[src/rtl/i2c_byte_ctrl.sv]
// Byte-level I2C master sequencer: splits host byte commands into bit-controller START/WRITE/READ/STOP commands.
// Latency: one bit command per core_ack. cmd_ack pulses one cycle after the final core_ack of a byte command.
// Backpressure: each core_cmd is held until core_ack. Host requests are levels and are masked while cmd_ack is high.
module i2c_byte_ctrl (
  input  logic       clk,
  input  logic       nReset,
  input  logic       start,
  input  logic       stop,
  input  logic       read,
  input  logic       write,
  input  logic       ack_in,
  input  logic [7:0] din,
  output logic       cmd_ack,
  output logic       ack_out,
  output logic [7:0] dout,
  output logic       i2c_busy,
  output logic       i2c_al,
  output logic [3:0] core_cmd,
  output logic       core_txd,
  input  logic       core_ack,
  input  logic       core_rxd,
  input  logic       bit_busy,
  input  logic       bit_al
);

  localparam logic [3:0] CMD_NOP   = 4'b0000;
  localparam logic [3:0] CMD_START = 4'b0001;
  localparam logic [3:0] CMD_STOP  = 4'b0010;
  localparam logic [3:0] CMD_WRITE = 4'b0100;
  localparam logic [3:0] CMD_READ  = 4'b1000;

  typedef enum logic [2:0] {
    ST_IDLE,
    ST_START,
    ST_WRITE,
    ST_READ,
    ST_ACK,
    ST_STOP
  } state_t;

  state_t     state_q, state_d;
  logic [3:0] core_cmd_q, core_cmd_d;
  logic       core_txd_q, core_txd_d;
  logic       cmd_ack_q, cmd_ack_d;
  logic       ack_out_q, ack_out_d;
  logic [7:0] dout_q, dout_d;
  logic [7:0] shift_q, shift_d;
  logic [2:0] cnt_q, cnt_d;
  logic       go;

  // The cmd_ack mask keeps a still-asserted request from relaunching in the completion cycle.
  assign go = (read | write | stop) & ~cmd_ack_q;

  assign cmd_ack  = cmd_ack_q;
  assign ack_out  = ack_out_q;
  assign dout     = dout_q;
  assign core_cmd = core_cmd_q;
  assign core_txd = core_txd_q;
  assign i2c_busy = bit_busy;
  assign i2c_al   = bit_al;

  // State and datapath registers, cleared asynchronously.
  always_ff @(posedge clk or negedge nReset) begin
    if (!nReset) begin
      state_q    <= ST_IDLE;
      core_cmd_q <= CMD_NOP;
      core_txd_q <= 1'b0;
      cmd_ack_q  <= 1'b0;
      ack_out_q  <= 1'b0;
      dout_q     <= 8'h00;
      shift_q    <= 8'h00;
      cnt_q      <= 3'd0;
    end else begin
      state_q    <= state_d;
      core_cmd_q <= core_cmd_d;
      core_txd_q <= core_txd_d;
      cmd_ack_q  <= cmd_ack_d;
      ack_out_q  <= ack_out_d;
      dout_q     <= dout_d;
      shift_q    <= shift_d;
      cnt_q      <= cnt_d;
    end
  end

  // Next-state and command sequencing; arbitration loss overrides everything.
  always_comb begin
    state_d    = state_q;
    core_cmd_d = core_cmd_q;
    core_txd_d = core_txd_q;
    cmd_ack_d  = 1'b0;
    ack_out_d  = ack_out_q;
    dout_d     = dout_q;
    shift_d    = shift_q;
    cnt_d      = cnt_q;

    if (bit_al) begin
      state_d    = ST_IDLE;
      core_cmd_d = CMD_NOP;
      core_txd_d = 1'b0;
    end else begin
      case (state_q)
        ST_IDLE: begin
          if (go) begin
            shift_d = din;
            cnt_d   = 3'd7;
            if (start) begin
              state_d    = ST_START;
              core_cmd_d = CMD_START;
            end else if (read) begin
              state_d    = ST_READ;
              core_cmd_d = CMD_READ;
            end else if (write) begin
              state_d    = ST_WRITE;
              core_cmd_d = CMD_WRITE;
              core_txd_d = din[7];
            end else begin
              state_d    = ST_STOP;
              core_cmd_d = CMD_STOP;
            end
          end
        end

        ST_START: begin
          if (core_ack) begin
            if (read) begin
              state_d    = ST_READ;
              core_cmd_d = CMD_READ;
            end else if (write) begin
              state_d    = ST_WRITE;
              core_cmd_d = CMD_WRITE;
              core_txd_d = din[7];
            end else begin
              // START with only a stop request: close the bus rather than hang.
              state_d    = ST_STOP;
              core_cmd_d = CMD_STOP;
            end
          end
        end

        ST_WRITE, ST_READ: begin
          if (core_ack) begin
            shift_d = {shift_q[6:0], core_rxd};
            cnt_d   = cnt_q - 3'd1;
            if (cnt_q == 3'd0) begin
              state_d = ST_ACK;
              if (state_q == ST_WRITE) begin
                core_cmd_d = CMD_READ;
              end else begin
                core_cmd_d = CMD_WRITE;
                core_txd_d = ack_in;
              end
            end else if (state_q == ST_WRITE) begin
              core_txd_d = shift_q[6];
            end
          end
        end

        ST_ACK: begin
          if (core_ack) begin
            // The ACK slot is a READ only when the byte was a write.
            if (core_cmd_q == CMD_READ) begin
              ack_out_d = core_rxd;
            end
            dout_d     = shift_q;
            core_txd_d = 1'b1;
            if (stop) begin
              state_d    = ST_STOP;
              core_cmd_d = CMD_STOP;
            end else begin
              state_d    = ST_IDLE;
              core_cmd_d = CMD_NOP;
              cmd_ack_d  = 1'b1;
            end
          end
        end

        ST_STOP: begin
          if (core_ack) begin
            state_d    = ST_IDLE;
            core_cmd_d = CMD_NOP;
            cmd_ack_d  = 1'b1;
          end
        end

        default: begin
          state_d    = ST_IDLE;
          core_cmd_d = CMD_NOP;
        end
      endcase
    end
  end

endmodule
[config.mk]
export PLATFORM = sky130hd
export DESIGN_NAME = i2c_byte_ctrl
export DESIGN_NICKNAME = d
export VERILOG_FILES = /design/src/rtl/i2c_byte_ctrl.sv
export SDC_FILE = /design/constraint.sdc
export NUM_CORES = 1
export LEC_CHECK = 0
export ABC_CLOCK_PERIOD_IN_PS = 5100
export CAP_MARGIN = 20
export CORE_MARGIN = 2
export CORE_UTILIZATION = 33
export CTS_CLUSTER_SIZE = 40
export DETAILED_ROUTE_END_ITERATION = 7
export SKIP_CTS_REPAIR_TIMING = 1
export SYNTH_ARGS = -nofsm -noshare
export SYNTH_HDL_FRONTEND = slang
export SYNTH_SLANG_ARGS = --single-unit
export TNS_END_PERCENT = 20
[constraint.sdc]
create_clock -name clk -period 5.1 [get_ports clk]
set_input_delay 0.765 -clock clk [delete_from_list [all_inputs] [get_ports clk]]
set_output_delay 0.765 -clock clk [all_outputs]
set_load 0.05 [all_outputs]
==> flow_metrics.tcl <==
set metrics [dict create \
    fill_cells 470 \
    fin_worst_skew_ps 7.14 \
    met2_length_mm 1.71 \
    routed.top_layer "met4" \
    antenna_found_initial 0 \
    vdd_drop_max_mv 0.257 \
    fin_cells 243 \
    status "completed" \
    syn_inst 159 \
    ff_latch_area_um2 726 \
    timing.final.crit_share 0.622 \
    via_per_inst 5.24 \
    rows 25 \
    grt_pass1_vias 1317 \
    met3_length_um 153 \
    rsz0062_at_grt "no" \
    antenna_left 0 \
    slowest_stage "clkdlybuf4s50_1" \
    portBuffers 33 \
    arrival_ps 2410 \
    clkTransAtPathRegs_ps 70 \
    avgSynthCellArea_um2 9.83 \
    hold_viol 0 \
    clk_path_buf_depth 2 \
    ys_top_cells_by_area "dfrtp_1 46%, mux2_2 5.8%, nor2_1 4.8%" \
    crit_family "buffers and inverters" \
    yosysSeqAreaShare 0.464 \
    synth_top_cell_by_area "dfrtp_1" \
    cp-start-kind "primary input" \
    period_minus_slack_ps 3170 \
    drt_iter0_markers 62 \
    dp.cells 235 \
    power_density_mw_per_mm2 625 \
    criticalPathCategory "primary input to output port" \
    worst_slack_ps 1930 \
    synthesis.nets 180 \
    fin_area_mm2 0.00198 \
    grt_max_degree 30 \
    critPathBufInv 2 \
    cap_violations 0 \
    num_vias 1274 \
    routed_wl_mm 3.62 \
    route.detailed.drc 0 \
    multiInputGateArea_um2 728 \
    cts_tree "built" \
    synth_edf_count 0 \
    endpoint_kind "output port" \
    coreArea_mm2 0.00463 \
    synth_area_mm2 0.00156 \
    fp.dieH_um 72.8 \
    ys_top_cells_by_count "29 x dfrtp_1, 20 x nor2_1, 19 x nand2_1, 9 x a31oi_1" \
    dp_hpwl_mm 2.54 \
    final_nets 209 \
    layout-drive-gt1-share 0.122 \
    cts-htree-levels 2 \
    cp_data_required_time_ps 4340 \
    cp_common_cell "clkdlybuf4s50_1" \
    gp_congestion 0.886 \
    io_pins 36 \
    grt_usage 0.149 \
    ys.flop_type "dfrtp_1" \
    finalSetupViolCount 0 \
    min_path_type "flip-flop to flip-flop" \
    slowest_delay_ps 900 \
    clock_sinks 29 \
    first_pass_iters 4 \
    synthDominantCellAreaShare 0.464 \
    die_width_um 72.8 \
    critical_path_peak_fanout 12 \
    ys_ff_latch 29 \
    worst_pin_slew_ps 802 \
    grt_overflow 0 \
    power.static_leakage_nw 0.838 \
    die-area_mm2 0.00530 \
    clkLatencyLatePin_ps 270 \
    placed_area_mm2 0.00189 \
    cts-root-buf "clkbuf_8" \
    antenna_cells 0 \
    slew_viol_final 0 \
    fmax_mhz 315 \
    yosysUniqueCellTypes 39 \
    ys.warnings.count 0 \
    place_ws_ps 1940 \
    cts_made_buffers 5 \
    wire_per_inst_um 14.9 \
    wl_met1_mm 1.68 \
    yosysMostFrequentCell "dfrtp_1" \
    setup_tns_ps 0 \
    synth-async-reset-ratio 1.00 \
    relSlewSlack 0.464 \
    areaGrowthSynthToFinish_pct 26.4 \
    critical_path.cell_chain "clkdlybuf4s50_1, clkdlybuf4s50_1" \
    floorplan.initialDensity 0.338 \
    grt_pass1_wl_mm 6.18 \
]
state kept, by name, indices dropped and copies added (netlist names):
| signal | cells |
|---|---|
| dout | 8 |
| shift_q | 8 |
| core_cmd | 4 |
| cnt_q | 3 |
| state_q | 3 |
| ack_out | 1 |
| cmd_ack | 1 |
| core_txd | 1 |
path summary, 6_finish.rpt:
check / start / endpoint / slack, ps / cells past startpoint
setup / recovery: bit_al / i2c_al / 1930 / 2
hold / removal: shift_q[7] / dout[7] / 510 / 1
max in group asynchronous: nReset / shift_q[7] / 3950 / 2
setup reg to reg: state_q[1] / state_q[1] / 2810 / 4
min in group asynchronous: nReset / core_txd / 880 / 2
hold reg to reg: shift_q[7] / dout[7] / 510 / 1
cell type report:
cell class              count  share of cell area
clock inverters             3             0.00887
well taps                  54              0.0342
clock buffers               5              0.0348
inverters                   8              0.0152
multi-input cells         110               0.369
repair buffers             34               0.171
flip-flops and latches     29               0.367
layout by cell type (no fill, tap or decap), drive strengths merged, types with 3 or more instances in the layout:
master / n
clkdlybuf4s50: 33
nand3: 3
nand2: 19
nor2b: 7
nor2: 20
mux2: 11
o221ai: 3
a31oi: 9
mux2i: 3
clkbuf: 5
dfrtp: 29
o21ai: 6
inv: 8
nor3: 3
routing by layer:
metal  GRT usage  vias to the layer above
li1            -                      623
met1       0.197                      610
met2       0.235                       33
met3      0.0331                        8
met4      0.0597                        0
met5           0                        -
where the power goes:
part           internal, W  switching, W  leakage (nW)
Combinational     0.000245      0.000375         0.445
Sequential        0.000326      0.000104         0.349
Clock            0.0000940     0.0000911        0.0439
metrics by stage:
stage | hold slack (ps) | utilization | total power (W)
after global routing | 518 | 0.427 | 0.00132
after floorplan | 449 | - | 0.000893
after detailed placement | 494 | 0.408 | 0.00106
after CTS | 501 | 0.427 | 0.00125
after global placement | 466 | 0.408 | 0.00104
final | 508 | 0.427 | 0.00123
cells by family after synthesis:
kind of cell / count (synthesis) / synth area share
AND/OR/NAND/NOR: 59 / 0.183
AO/OA/AOI/OAI: 33 / 0.150
flip-flops: 29 / 0.464
buffers and inverters: 20 / 0.0697
multiplexers: 14 / 0.106
XOR/XNOR: 2 / 0.0112
adder cells (fa/ha/maj): 2 / 0.0160
Power figures use the tool's default switching activity.
